**src/rtl/int_requester.sv**
```systemverilog
// Device-side interrupt requester: edge-collects peripheral and NMI events, drives INT/NMI,
// answers the CPU acknowledge with a vector and holds off new requests until end-of-interrupt.
module int_requester #(
    parameter int                N_SRC    = 4,
    parameter int                VEC_W    = 8,
    parameter logic [VEC_W-1:0]  VEC_BASE = 8'h20
) (
    input  logic              clk,
    input  logic              rst,
    input  logic [N_SRC-1:0]  irq_src,
    input  logic              nmi_src,
    input  logic              mask_wr,
    input  logic [N_SRC-1:0]  mask_data,
    input  logic              INA,
    input  logic              eoi,
    output logic              INT,
    output logic              NMI,
    output logic [VEC_W-1:0]  vector,
    output logic              vector_valid,
    output logic [N_SRC-1:0]  pending,
    output logic              in_service
);

    localparam int ID_W = (N_SRC > 1) ? $clog2(N_SRC) : 1;

    typedef enum logic [1:0] {
        S_IDLE    = 2'd0,
        S_REQ_NMI = 2'd1,
        S_REQ_INT = 2'd2,
        S_SERVE   = 2'd3
    } state_t;

    state_t             state, state_nxt;
    logic [ID_W-1:0]    id, id_nxt;
    logic [N_SRC-1:0]   mask;
    logic               nmi_pend;
    logic [N_SRC-1:0]   irq_prev;
    logic               nmi_prev;
    logic               ina_prev;

    logic [N_SRC-1:0]   irq_rise;
    logic               nmi_rise;
    logic               ina_rise;
    logic [N_SRC-1:0]   enabled;
    logic               sel_found;
    logic [ID_W-1:0]    sel_idx;
    logic               ack_nmi;
    logic               ack_int;
    logic [N_SRC-1:0]   pend_clr;
    logic [VEC_W-1:0]   int_vector;

    assign irq_rise   = irq_src & ~irq_prev;
    assign nmi_rise   = nmi_src & ~nmi_prev;
    assign ina_rise   = INA & ~ina_prev;
    assign enabled    = pending & mask;
    assign int_vector = VEC_BASE + VEC_W'(1) + VEC_W'(id);

    // Fixed priority: index 0 wins, so scan from the top and let lower indices overwrite.
    always_comb begin
        sel_found = 1'b0;
        sel_idx   = '0;
        for (int i = N_SRC - 1; i >= 0; i--) begin
            if (enabled[i]) begin
                sel_found = 1'b1;
                sel_idx   = ID_W'(i);
            end
        end
    end

    always_ff @(posedge clk or posedge rst) begin
        if (rst) begin
            state <= S_IDLE;
            id    <= '0;
        end else begin
            state <= state_nxt;
            id    <= id_nxt;
        end
    end

    always_comb begin
        state_nxt = state;
        id_nxt    = id;
        ack_nmi   = 1'b0;
        ack_int   = 1'b0;
        case (state)
            S_IDLE: begin
                if (nmi_pend) begin
                    state_nxt = S_REQ_NMI;
                end else if (sel_found) begin
                    id_nxt    = sel_idx;
                    state_nxt = S_REQ_INT;
                end
            end
            S_REQ_NMI: begin
                if (ina_rise) begin
                    ack_nmi   = 1'b1;
                    state_nxt = S_SERVE;
                end
            end
            S_REQ_INT: begin
                // NMI preemption beats a concurrent acknowledge; id's pending bit is left set.
                if (nmi_pend) begin
                    state_nxt = S_REQ_NMI;
                end else if (!mask[id]) begin
                    state_nxt = S_IDLE;
                end else if (ina_rise) begin
                    ack_int   = 1'b1;
                    state_nxt = S_SERVE;
                end
            end
            S_SERVE: begin
                if (eoi) begin
                    state_nxt = S_IDLE;
                end
            end
            default: state_nxt = S_IDLE;
        endcase
    end

    always_comb begin
        pend_clr = '0;
        for (int i = 0; i < N_SRC; i++) begin
            pend_clr[i] = ack_int && (id == ID_W'(i));
        end
    end

    // A new edge landing on the bit being acknowledged survives: set is applied after clear.
    always_ff @(posedge clk or posedge rst) begin
        if (rst) begin
            irq_prev <= '0;
            nmi_prev <= 1'b0;
            ina_prev <= 1'b0;
            pending  <= '0;
            nmi_pend <= 1'b0;
            mask     <= '1;
        end else begin
            irq_prev <= irq_src;
            nmi_prev <= nmi_src;
            ina_prev <= INA;
            pending  <= (pending & ~pend_clr) | irq_rise;
            nmi_pend <= (nmi_pend & ~ack_nmi) | nmi_rise;
            if (mask_wr) begin
                mask <= mask_data;
            end
        end
    end

    // Outputs are registered from the next state so they line up with the state they describe.
    always_ff @(posedge clk or posedge rst) begin
        if (rst) begin
            INT          <= 1'b0;
            NMI          <= 1'b0;
            in_service   <= 1'b0;
            vector_valid <= 1'b0;
            vector       <= '0;
        end else begin
            INT          <= (state_nxt == S_REQ_INT);
            NMI          <= (state_nxt == S_REQ_NMI);
            in_service   <= (state_nxt == S_SERVE);
            vector_valid <= ack_nmi | ack_int;
            if (ack_nmi) begin
                vector <= VEC_BASE;
            end else if (ack_int) begin
                vector <= int_vector;
            end
        end
    end

endmodule

```
**config.mk**
```make
export PLATFORM = sky130hd
export DESIGN_NAME = int_requester
export DESIGN_NICKNAME = d
export VERILOG_FILES = /design/src/rtl/int_requester.sv
export SDC_FILE = /design/constraint.sdc
export NUM_CORES = 1
export LEC_CHECK = 0
export ABC_AREA = 1
export CORE_ASPECT_RATIO = 1.2
export CORE_UTILIZATION = 40
export DETAILED_ROUTE_END_ITERATION = 10
export MAX_ROUTING_LAYER = met4
export PLACE_DENSITY = 0.66
export SETUP_SLACK_MARGIN = 0.15
export SYNTH_ARGS = -nofsm -noshare
export SYNTH_HDL_FRONTEND = slang
export SYNTH_SLANG_ARGS = --single-unit
```
**constraint.sdc**
```tcl
create_clock -name clk -period 1.2 [get_ports clk]
set_input_delay 0.12 -clock clk [delete_from_list [all_inputs] [get_ports clk]]
set_output_delay 0.12 -clock clk [all_outputs]
set_load 0.05 [all_outputs]
```
; After elaboration in Yosys (flattened, before gate mapping)
; Index checks and enable logic that the tools add are counted.
[word_totals]
romBits = 0
latch_bits = 0
wordCells = 71
ram_bits = 0
mem_count = 0
reg_bits = 31
output_inout_bits = 16
[op_classes]
n_shift = 0
addsub = 1
eq_ne = 9
multipliers = 0
n_div = 0
order_cmp = 1
n_reduce_logical = 8
bitwise = 15
muxes = 24
[op_table]
columns = op, n
row1 = two-way mux 2 bit, 10
row2 = two-way mux 8 bit, 2
row3 = AND 4 bit, 3
row4 = equality test 2 bit (second input constant), 6
row5 = two-way mux 1 bit, 10
row6 = NOT 4 bit, 2
row7 = one-hot mux 2 bit (4 select lines), 1
row8 = adder 6 x 2 -> 7 bit (first input constant), 1
row9 = equality test 2 x 1 -> 1 bit (second input constant), 3
row10 = logical AND 1 bit, 4
row11 = logical NOT 2 bit, 2
row12 = NOT 1 bit, 4
row13 = OR 4 bit, 1
row14 = AND 1 bit, 3
row15 = < comparator 2 x 3 -> 1 bit (second input constant), 1
row16 = AND reduction 3 bit, 1
row17 = binary-select mux 1 bit (select 2 bit), 1
row18 = OR 1 bit, 2
row19 = nonzero test 2 bit, 1

; Depth between registers and ports, before layout
; Gate-level depths: netlist of the first run.
[logic_depth]
word_depth = 10
mapped_depth = 9
depth_no_buf = 9

; Worst setup path before layout of the first run
; Ideal clock, no wire load.
[synth_timing]
path_type = register to register
start = reg pending[1]
end = reg NMI
stages_incl_launch_ff = 8
arrival_ns = 1.199
t_required_ns = 1.083
path_slack_ns = -0.115
setup_time_ns = 0.117
cell_sequence = dfrtp_1 nand2_1 nand2_1 nor2_1 nor2_1 nor2_2 inv_1 nor2_1
[synth_via]
elab_chain_cells = 7
[synth_rtl]
columns = element, line_no
row1 = "start, declared", 20  ; output logic [N_SRC-1:0] pending,
row2 = "start signal, assigned", 140  ; pending <= (pending & ~pend_clr) | irq_rise;
row3 = AND 4 bit, 55  ; assign enabled = pending & mask;
row4 = two-way mux 1 bit (2 in series), 63  ; if (enabled[i]) begin
row5 = two-way mux 2 bit, 89  ; end else if (sel_found) begin
row6 = two-way mux 2 bit, 87  ; if (nmi_pend) begin
row7 = one-hot mux 2 bit (4 select lines), 85  ; case (state)
row8 = via state_nxt[1], 33  ; state_t state, state_nxt;
row9 = equality test 2 x 1 -> 1 bit, 158  ; NMI <= (state_nxt == S_REQ_NMI);
row10 = "end signal, assigned", 158
row11 = "end, declared", 17  ; output logic NMI,
; The timed path passes the listed nets, and every way through them passes these cells.
; A chain may end at the register's enable or synchronous reset.

; Final worst setup path of the first run
[layout_timing]
start = reg mask[0]
end = reg NMI
[layout_via]
elab_chain_cells = 6
[layout_rtl]
columns = element, line_no
row1 = "start, declared", 35  ; logic [N_SRC-1:0] mask;
row2 = "start signal, assigned", 143  ; mask <= mask_data;
row3 = binary-select mux 1 bit (select 2 bit) / AND 4 bit (equally long branches), "104, 55"
row4 = two-way mux 1 bit (on tied branches), "104, 63"
row5 = two-way mux 2 bit (on tied branches), "104, 89"
row6 = two-way mux 2 bit (on tied branches), "102, 87"
row7 = one-hot mux 2 bit (4 select lines) (*), 85
row8 = equality test 2 x 1 -> 1 bit (*), 158
; Mark *: on every way between the ends. The rest lies on a longest branch, timed or not. The select of a mux whose other input is x is not followed.

==> tab_implementation.tex, run 1 <==
\begin{tabular}{lr}
\hline
Metric & Value \\
\hline
\multicolumn{2}{l}{\textbf{Timing}} \\
Worst path setup slack after routing & -176 ps \\
Final critical delay including setup and external delays & approximately 1400 ps \\
Clock skew after layout & approximately 14 ps \\
Number of max-slew violations in the final report & 0 \\
Top achievable clock speed & slightly above 0.7 GHz \\
Total Neg Setup Slack & -2100 ps \\
Final Setup Violations & 16 \\
Number of failing hold endpoints at the final stage & 0 \\
Final Cycle Share & 115\% \\
Unrepaired setup endpoints after global routing & yes \\
\multicolumn{2}{l}{\textbf{Run status}} \\
Failing checks & setup timing \\
Status & finished, violations left \\
\multicolumn{2}{l}{\textbf{Cells and area}} \\
Core Util, Final & approximately two thirds \\
Filler cell count & between 200 and 250 \\
Post-layout nets & $\sim$190 \\
Area growth from synthesis to final layout & 60.8\% \\
Share of cells above drive strength 1 & 46.7\% \\
Antenna fix cells & 0 \\
\multicolumn{2}{l}{\textbf{Detailed routing}} \\
Per-cell routed wire length & approximately 12 microns \\
DR vias & 949 \\
Vias per Instance & $\sim$4.7 \\
Aggregate routed wire length & $\sim$2500 microns \\
Drt initial violations & 10 \\
Remaining number of nets flagged by the antenna check after routing & 0 \\
Iteration count of the initial detailed-routing pass & 4 \\
DRC & 0 \\
\multicolumn{2}{l}{\textbf{Floorplanning}} \\
Starting utilization of the core area & approximately 42\% \\
Width of the chip & roughly 52 microns \\
Total die area & $\sim$3200 sq um \\
Height of the die & 61.5 microns \\
Std-Cell Core Area & 2790 sq um \\
Standard-cell row count & 21 \\
Ports & 30 \\
\multicolumn{2}{l}{\textbf{Flow run}} \\
Max-cap violations & 0 \\
\multicolumn{2}{l}{\textbf{Placed design}} \\
IO buf count & 25 \\
Placed wire-length estimate after detailed placement & 1740 microns \\
Last weighted congestion value of the routability-driven placer & roughly 0.8 \\
\multicolumn{2}{l}{\textbf{Clock tree}} \\
\# hold bufs at CTS & 0 \\
TritonCTS Sinks & 27 \\
TritonCTS Buffers & 3 \\
Maximum level of the CTS H-tree & 1 \\
Max clock buf depth & 2 \\
CTS tree & done \\
Clock transition at the registers of the reported paths & between 150 and 200 ps \\
Source-to-sink clock delay at the later pin of the worst-skew pair & about 340 ps \\
Clk Tree Root Cell & clkbuf\_4 \\
\multicolumn{2}{l}{\textbf{Hold path}} \\
Tightest Hold Check Type & primary input to async pin \\
\multicolumn{2}{l}{\textbf{Power}} \\
Areal power density over the cells & roughly 1600 nW/um\^{}2 \\
Static leakage & around 0.9 nW \\
Worst supply voltage drop on vdd & about 1.1 mV \\
\multicolumn{2}{l}{\textbf{Synthesis}} \\
Distinct cell type count after synthesis & 20 \\
Sequential area share after synthesis & between 50 and 60\% \\
Post-synthesis area per instance & a little under 10 sq um \\
Share of synthesized flip-flops with an asynchronous set or reset & 100\% \\
Post-synthesis register bit count & 27 \\
Post-Synthesis Cells & 120 \\
Number of enable flip-flop cells after synthesis & 0 \\
Mapped cell area & around 1200 sq um \\
Dominant synthesized flop cell & dfrtp\_1 \\
Synth warnings & 0 \\
\multicolumn{2}{l}{\textbf{Global routing}} \\
Antenna violations before repair & 0 \\
Global-route wire length before repair & approximately 3900 microns \\
Global-route usage over all layers & between 15 and 20\% \\
Number of global-route vias before repair & about 960 \\
Gr ovfl total & 0 \\
Largest net degree at the start of global routing & 28 \\
\multicolumn{2}{l}{\textbf{Setup path}} \\
Delay contributed by the slowest stage of the critical path & 600 ps \\
Buffering stage count on the worst path with inverters included & 1 \\
Largest delay contributor family on the critical path & simple AND/OR/NAND/NOR gates \\
CP Data Arrival Time & around 1700 ps \\
Setup crit end kind & register \\
Crit path required time & about 1500 ps \\
Worst setup path category & register to register \\
Startpoint Class & register \\
Critical path peak fanout & 3 \\
Slowest stage cell on the critical path & dfstp\_2 \\
Critical path, cell by cell & nand2\_2 > nand3\_2 > buf\_4 > nand3\_1 > nand2\_1 > nand2\_1 > nand2\_2 > nand2\_4 > nor2\_1 \\
\hline
\end{tabular}
synthesized netlist by cell type (3+ instances only):
library cell   n  area [sq um]
a21oi_1        4          20.0
nor2_1         5          18.8
dfstp_2        4           105
ha_1           4          50.1
nand2_1       30           113
o21ai_0        5          25.0
buf_4          4          30.0
nand3_1        7          35.0
mux2_2         4          45.0
inv_1         17          63.8
nand3_2        3          30.0
dfrtp_1       23           576
worst min-delay path, delay by kind of cell:
family	cells	cell delay, ps
buf+inv	3	670
cell families (layout without fill, tap and decap cells):
family,Yosys count,count (layout),share of synthesized area [%]
simple gates,51,51,21.0
flops,27,27,57.7
buf+inv,23,69,8.59
compound gates,10,10,4.35
fa+ha+maj,4,4,4.24
mux,4,4,3.82
other cells,1,4,0.318
registers in the layout (all words and copies together), names as in the netlist:
| signal | count |
|---|---|
| state | 2 |
| in_service | 1 |
| INT | 1 |
| ina_prev | 1 |
| nmi_pend | 1 |
| mask | 4 |
| pending | 4 |
| id | 2 |
| vector_valid | 1 |
| NMI | 1 |
| irq_prev | 4 |
| vector | 4 |
| nmi_prev | 1 |
path summary, 6_finish.rpt:
check,from,cells past startpoint,slack (ps),endpoint
worst max-delay path,mask[0],9,-180,NMI
worst min-delay path,rst,3,70,vector[1]
worst max register to register,mask[0],9,-180,NMI
worst min register to register,irq_prev[1],1,420,pending[1]
max in group asynchronous,rst,3,900,mask[2]
min in group clk,irq_src[0],1,210,irq_prev[0]
repair_timing:
action,4_1_cts,5_1_grt
resized for setup,11,26
buffers inserted,5,3
pin swaps,4,15
hold endpoints to repair,0,0
endpoints found under the setup margin,24,29
power by group:
part           total [mW]  internal, mW  switching, mW
Sequential           1.22          1.08          0.145
Clock               0.429         0.136          0.293
Combinational        1.38         0.649          0.733
Total                3.03          1.86           1.17
per-layer routing:
metal  up-vias  track usage, %  wire, microns
met5         -               -              0
met1       459            17.6            943
met4         0            6.56             46
met2        25            32.8           1420
li1        461               -              -
met3         4            5.19            115
placed cells by master, fill, tap and decap left out:
cell type	Yosys	routed
nor2_1	5	1
nand3_4	0	3
dfstp_2	4	4
o21ai_0	5	1
nand3_2	3	2
buf_4	4	14
clkbuf_4	0	3
buf_12	0	13
buf_6	0	6
nor3_2	1	1
o21ai_2	0	1
nor2_2	1	2
inv_4	0	1
dfrtp_1	23	17
inv_1	17	15
inv_2	2	3
dfrtp_2	0	6
nor2_4	2	5
clkdlybuf4s50_1	0	13
mux2_2	4	4
nand3_1	7	5
nand2_1	30	21
ha_1	4	4
nand2_2	1	9
o22ai_1	1	1
nand2_4	0	1
conb_1	1	4
a21oi_1	4	4
or2_1	1	1
o21ai_1	0	3
inv_6	0	1
metrics by stage:
stage                     power, mW  cells  hold slack (ps)  area [sq um]  worst slack (ps)
final                          3.03    203             73.2          1900              -176
after global placement         2.30    191              397          1690              -235
after CTS                      2.82    200             78.3          1780              -138
after global routing           3.18    203             86.2          1900              -250
after floorplan                1.80    123              151          1200             -31.2
after detailed placement       2.32    191              406          1690              -264
area by class of cell:
cell class              count  area [sq um]  area share (%)
flip-flops and latches     27           688            36.3
repair buffers             46           563            29.7
multi-input cells          73           498            26.3
inverters                  19          73.8            3.89
well taps                  34          42.5            2.24
clock buffers               3          22.5            1.19
clock inverters             1          8.76           0.462
No activity file was read; power rests on OpenSTA's default activity.
==> run 2: changes to the inputs <==
HOLD_SLACK_MARGIN = 0.12   (was not set)
==> run 2 against run 1 <==
  * The flow still finishes with violations (setup timing)
  * Worst setup slack lost 2.0 ps
  * First-iteration DRC count grew 50%
  * Clock skew is essentially flat
  * Combinational power is essentially flat
  * Final cell count grew 0.49%
  * Highest routed layer unchanged
==> tab_implementation.tex, run 2 (synthesis results as in run 1) <==
\begin{tabular}{lr}
\hline
Metric & Value \\
\hline
\multicolumn{2}{l}{\textbf{Run status}} \\
Status & finished, violations left \\
Failing checks & setup timing \\
\multicolumn{2}{l}{\textbf{Detailed routing}} \\
Iteration count of the initial detailed-routing pass & 4 \\
Vias per Instance & $\sim$4.7 \\
Per-cell routed wire length & $\sim$12 microns \\
DRC & 0 \\
DR vias & approximately 950 \\
Drt initial violations & 15 \\
Aggregate routed wire length & between 2000 and 3000 microns \\
Remaining number of nets flagged by the antenna check after routing & 0 \\
\multicolumn{2}{l}{\textbf{Global routing}} \\
Global-route wire length before repair & slightly below 4000 microns \\
Antenna violations before repair & 0 \\
Number of global-route vias before repair & about 960 \\
Largest net degree at the start of global routing & 28 \\
Global-route usage over all layers & between 10\% and 20\% \\
Gr ovfl total & 0 \\
\multicolumn{2}{l}{\textbf{Timing}} \\
Final Setup Violations & 16 \\
Final critical delay including setup and external delays & 1380 ps \\
Hold\_ws & $\sim$210 ps \\
Top achievable clock speed & 0.726 GHz \\
Number of failing hold endpoints at the final stage & 0 \\
Final Cycle Share & 115\% \\
Number of max-slew violations in the final report & 0 \\
Total Neg Setup Slack & -2130 ps \\
Worst path setup slack after routing & -178 ps \\
Clock skew after layout & between 10 and 15 ps \\
Unrepaired setup endpoints after global routing & yes \\
\multicolumn{2}{l}{\textbf{Setup path}} \\
Worst setup path category & register to register \\
Delay contributed by the slowest stage of the critical path & 600 ps \\
Buffering stage count on the worst path with inverters included & 1 \\
Critical path peak fanout & 3 \\
Crit. Startpoint & mask[0] \\
Reg-to-Reg Start & mask[0] \\
Critical path, cell by cell & nand2\_2 > nand3\_2 > buf\_4 > nand3\_1 > nand2\_1 > nand2\_1 > nand2\_2 > nand2\_4 > nor2\_1 \\
CP Data Arrival Time & around 1700 ps \\
Crit path required time & between 1000 and 1500 ps \\
Startpoint Class & register \\
Setup crit end kind & register \\
Slack of the worst reg-to-reg path & -180 ps \\
Reg2Reg Capture Point & NMI \\
Largest delay contributor family on the critical path & simple AND/OR/NAND/NOR gates \\
Number of cell instances on the worst register-to-register path & 9 \\
Slowest stage cell on the critical path & dfstp\_2 \\
\multicolumn{2}{l}{\textbf{Clock tree}} \\
CTS tree & done \\
TritonCTS Sinks & 27 \\
Source-to-sink clock delay at the later pin of the worst-skew pair & approximately 340 ps \\
Max clock buf depth & 2 \\
Clock transition at the registers of the reported paths & 160 ps \\
TritonCTS Buffers & 3 \\
Maximum level of the CTS H-tree & 1 \\
Clk Tree Root Cell & clkbuf\_4 \\
\multicolumn{2}{l}{\textbf{Floorplanning}} \\
Total die area & $\sim$3200 sq um \\
Width of the chip & around 52 microns \\
Ports & 30 \\
Height of the die & a little over 60 microns \\
Std-Cell Core Area & between 2000 and 3000 sq um \\
Standard-cell row count & 21 \\
Starting utilization of the core area & between 40\% and 50\% \\
\multicolumn{2}{l}{\textbf{Cells and area}} \\
Area growth from synthesis to final layout & 61.6\% \\
Share of cells above drive strength 1 & a little under half \\
Antenna fix cells & 0 \\
Most common cell after layout, fill and taps aside & nand2\_1 \\
Post-layout nets & 189 \\
Leading cell types in the layout, fill and taps excluded & nand2\_1, dfrtp\_1, inv\_1, buf\_4 \\
\multicolumn{2}{l}{\textbf{Power}} \\
Sw Pwr & about 1.2 mW \\
Static leakage & between 0.9 and 1 nW \\
Areal power density over the cells & 1590 nW/um\^{}2 \\
Worst supply voltage drop on vdd & $\sim$1.1 mV \\
Switching part of the total power & approximately two fifths \\
Sequential share of power & about two fifths \\
Cell internal power dissipation & roughly 1.9 mW \\
Combinational power share & $\sim$46\% \\
Clk pwr share & 14.1\% \\
\multicolumn{2}{l}{\textbf{Placed design}} \\
Placed wire-length estimate after detailed placement & approximately 1700 microns \\
Last weighted congestion value of the routability-driven placer & $\sim$0.8 \\
IO buf count & 25 \\
\multicolumn{2}{l}{\textbf{Hold path}} \\
Tightest Hold Check Type & primary input to register \\
Start point of the worst min-delay path & irq\_src[0] \\
Hold-critical path depth & 1 \\
Hold endpoint & irq\_prev[0] \\
\multicolumn{2}{l}{\textbf{Flow run}} \\
Max-cap violations & 0 \\
\hline
\end{tabular}
run 2: changes by cell type in the layout (fill, tap and decap cells not counted), sizes merged:
| cell | before | now |
|---|---|---|
| dlygate4sd3 | 0 | 1 |
run 2: metal layers:
| layer | wire (microns) | global-route usage (%) |
|---|---|---|
| met2 | 1430 | 32.8 |
| met5 | 0 | - |
| met4 | 46 | 6.56 |
| met1 | 961 | 18.0 |
| met3 | 112 | 5.19 |
run 2: area by class of cell:
type | instances | area (sq um)
multi-input combinational | 73 | 498
clock inverter | 1 | 8.76
inverter | 19 | 73.8
timing repair buffer | 47 | 573
fill | 216 | 878
clock buffer | 3 | 22.5
tap | 34 | 42.5
sequential | 27 | 688
run 2: what timing repair did:
item                                    4_1_cts  5_1_grt
endpoints found under the setup margin       24       29
endpoints found under the hold margin        23        0
gates resized for setup                      11       26
gates cloned                                  0        0
pin swaps                                     4       15
hold buffers                                  1        0
buffers inserted                              5        3
run 2: stage by stage:
step | instances | util, % | total power, mW | worst slack [ps] | cell area [sq um]
2_1_floorplan | 123 | - | 1.80 | -31.2 | 1200
3_3_place_gp | 191 | 60.6 | 2.30 | -235 | 1690
3_5_place_dp | 191 | 60.6 | 2.32 | -264 | 1690
4_1_cts | 201 | 64.4 | 2.83 | -138 | 1790
5_1_grt | 204 | 68.5 | 3.18 | -250 | 1910
6_report | 204 | 68.5 | 3.04 | -178 | 1910
run 2: how the worst max path moves through the flow:
| stage | endpoint | slack (ps) | cells after the start |
|---|---|---|---|
| 3_3_place_gp | pending[3] | -230 | 8 |
| 2_1_floorplan | pending[3] | -30 | 7 |
| 4_1_cts | pending[3] | -140 | 7 |
| 6_report | NMI | -180 | 9 |
| 5_1_grt | NMI | -250 | 9 |
| 3_5_place_dp | pending[3] | -260 | 8 |
run 2: power groups by stage:
stage                     clock [mW]  combinational, mW  sequential (mW)
after floorplan                    0              0.436             1.36
after global placement             0               1.08             1.22
after detailed placement           0               1.10             1.23
after CTS                      0.436               1.18             1.21
after global routing           0.462               1.48             1.24
final                          0.430               1.39             1.22
==> run 3: changes to the inputs <==
ABC_CLOCK_PERIOD_IN_PS = 1200   (was not set)
TNS_END_PERCENT = 100   (was not set)
==> results of run 3 <==
No change in the layout: final DEF, timing and power equal those of run 2.
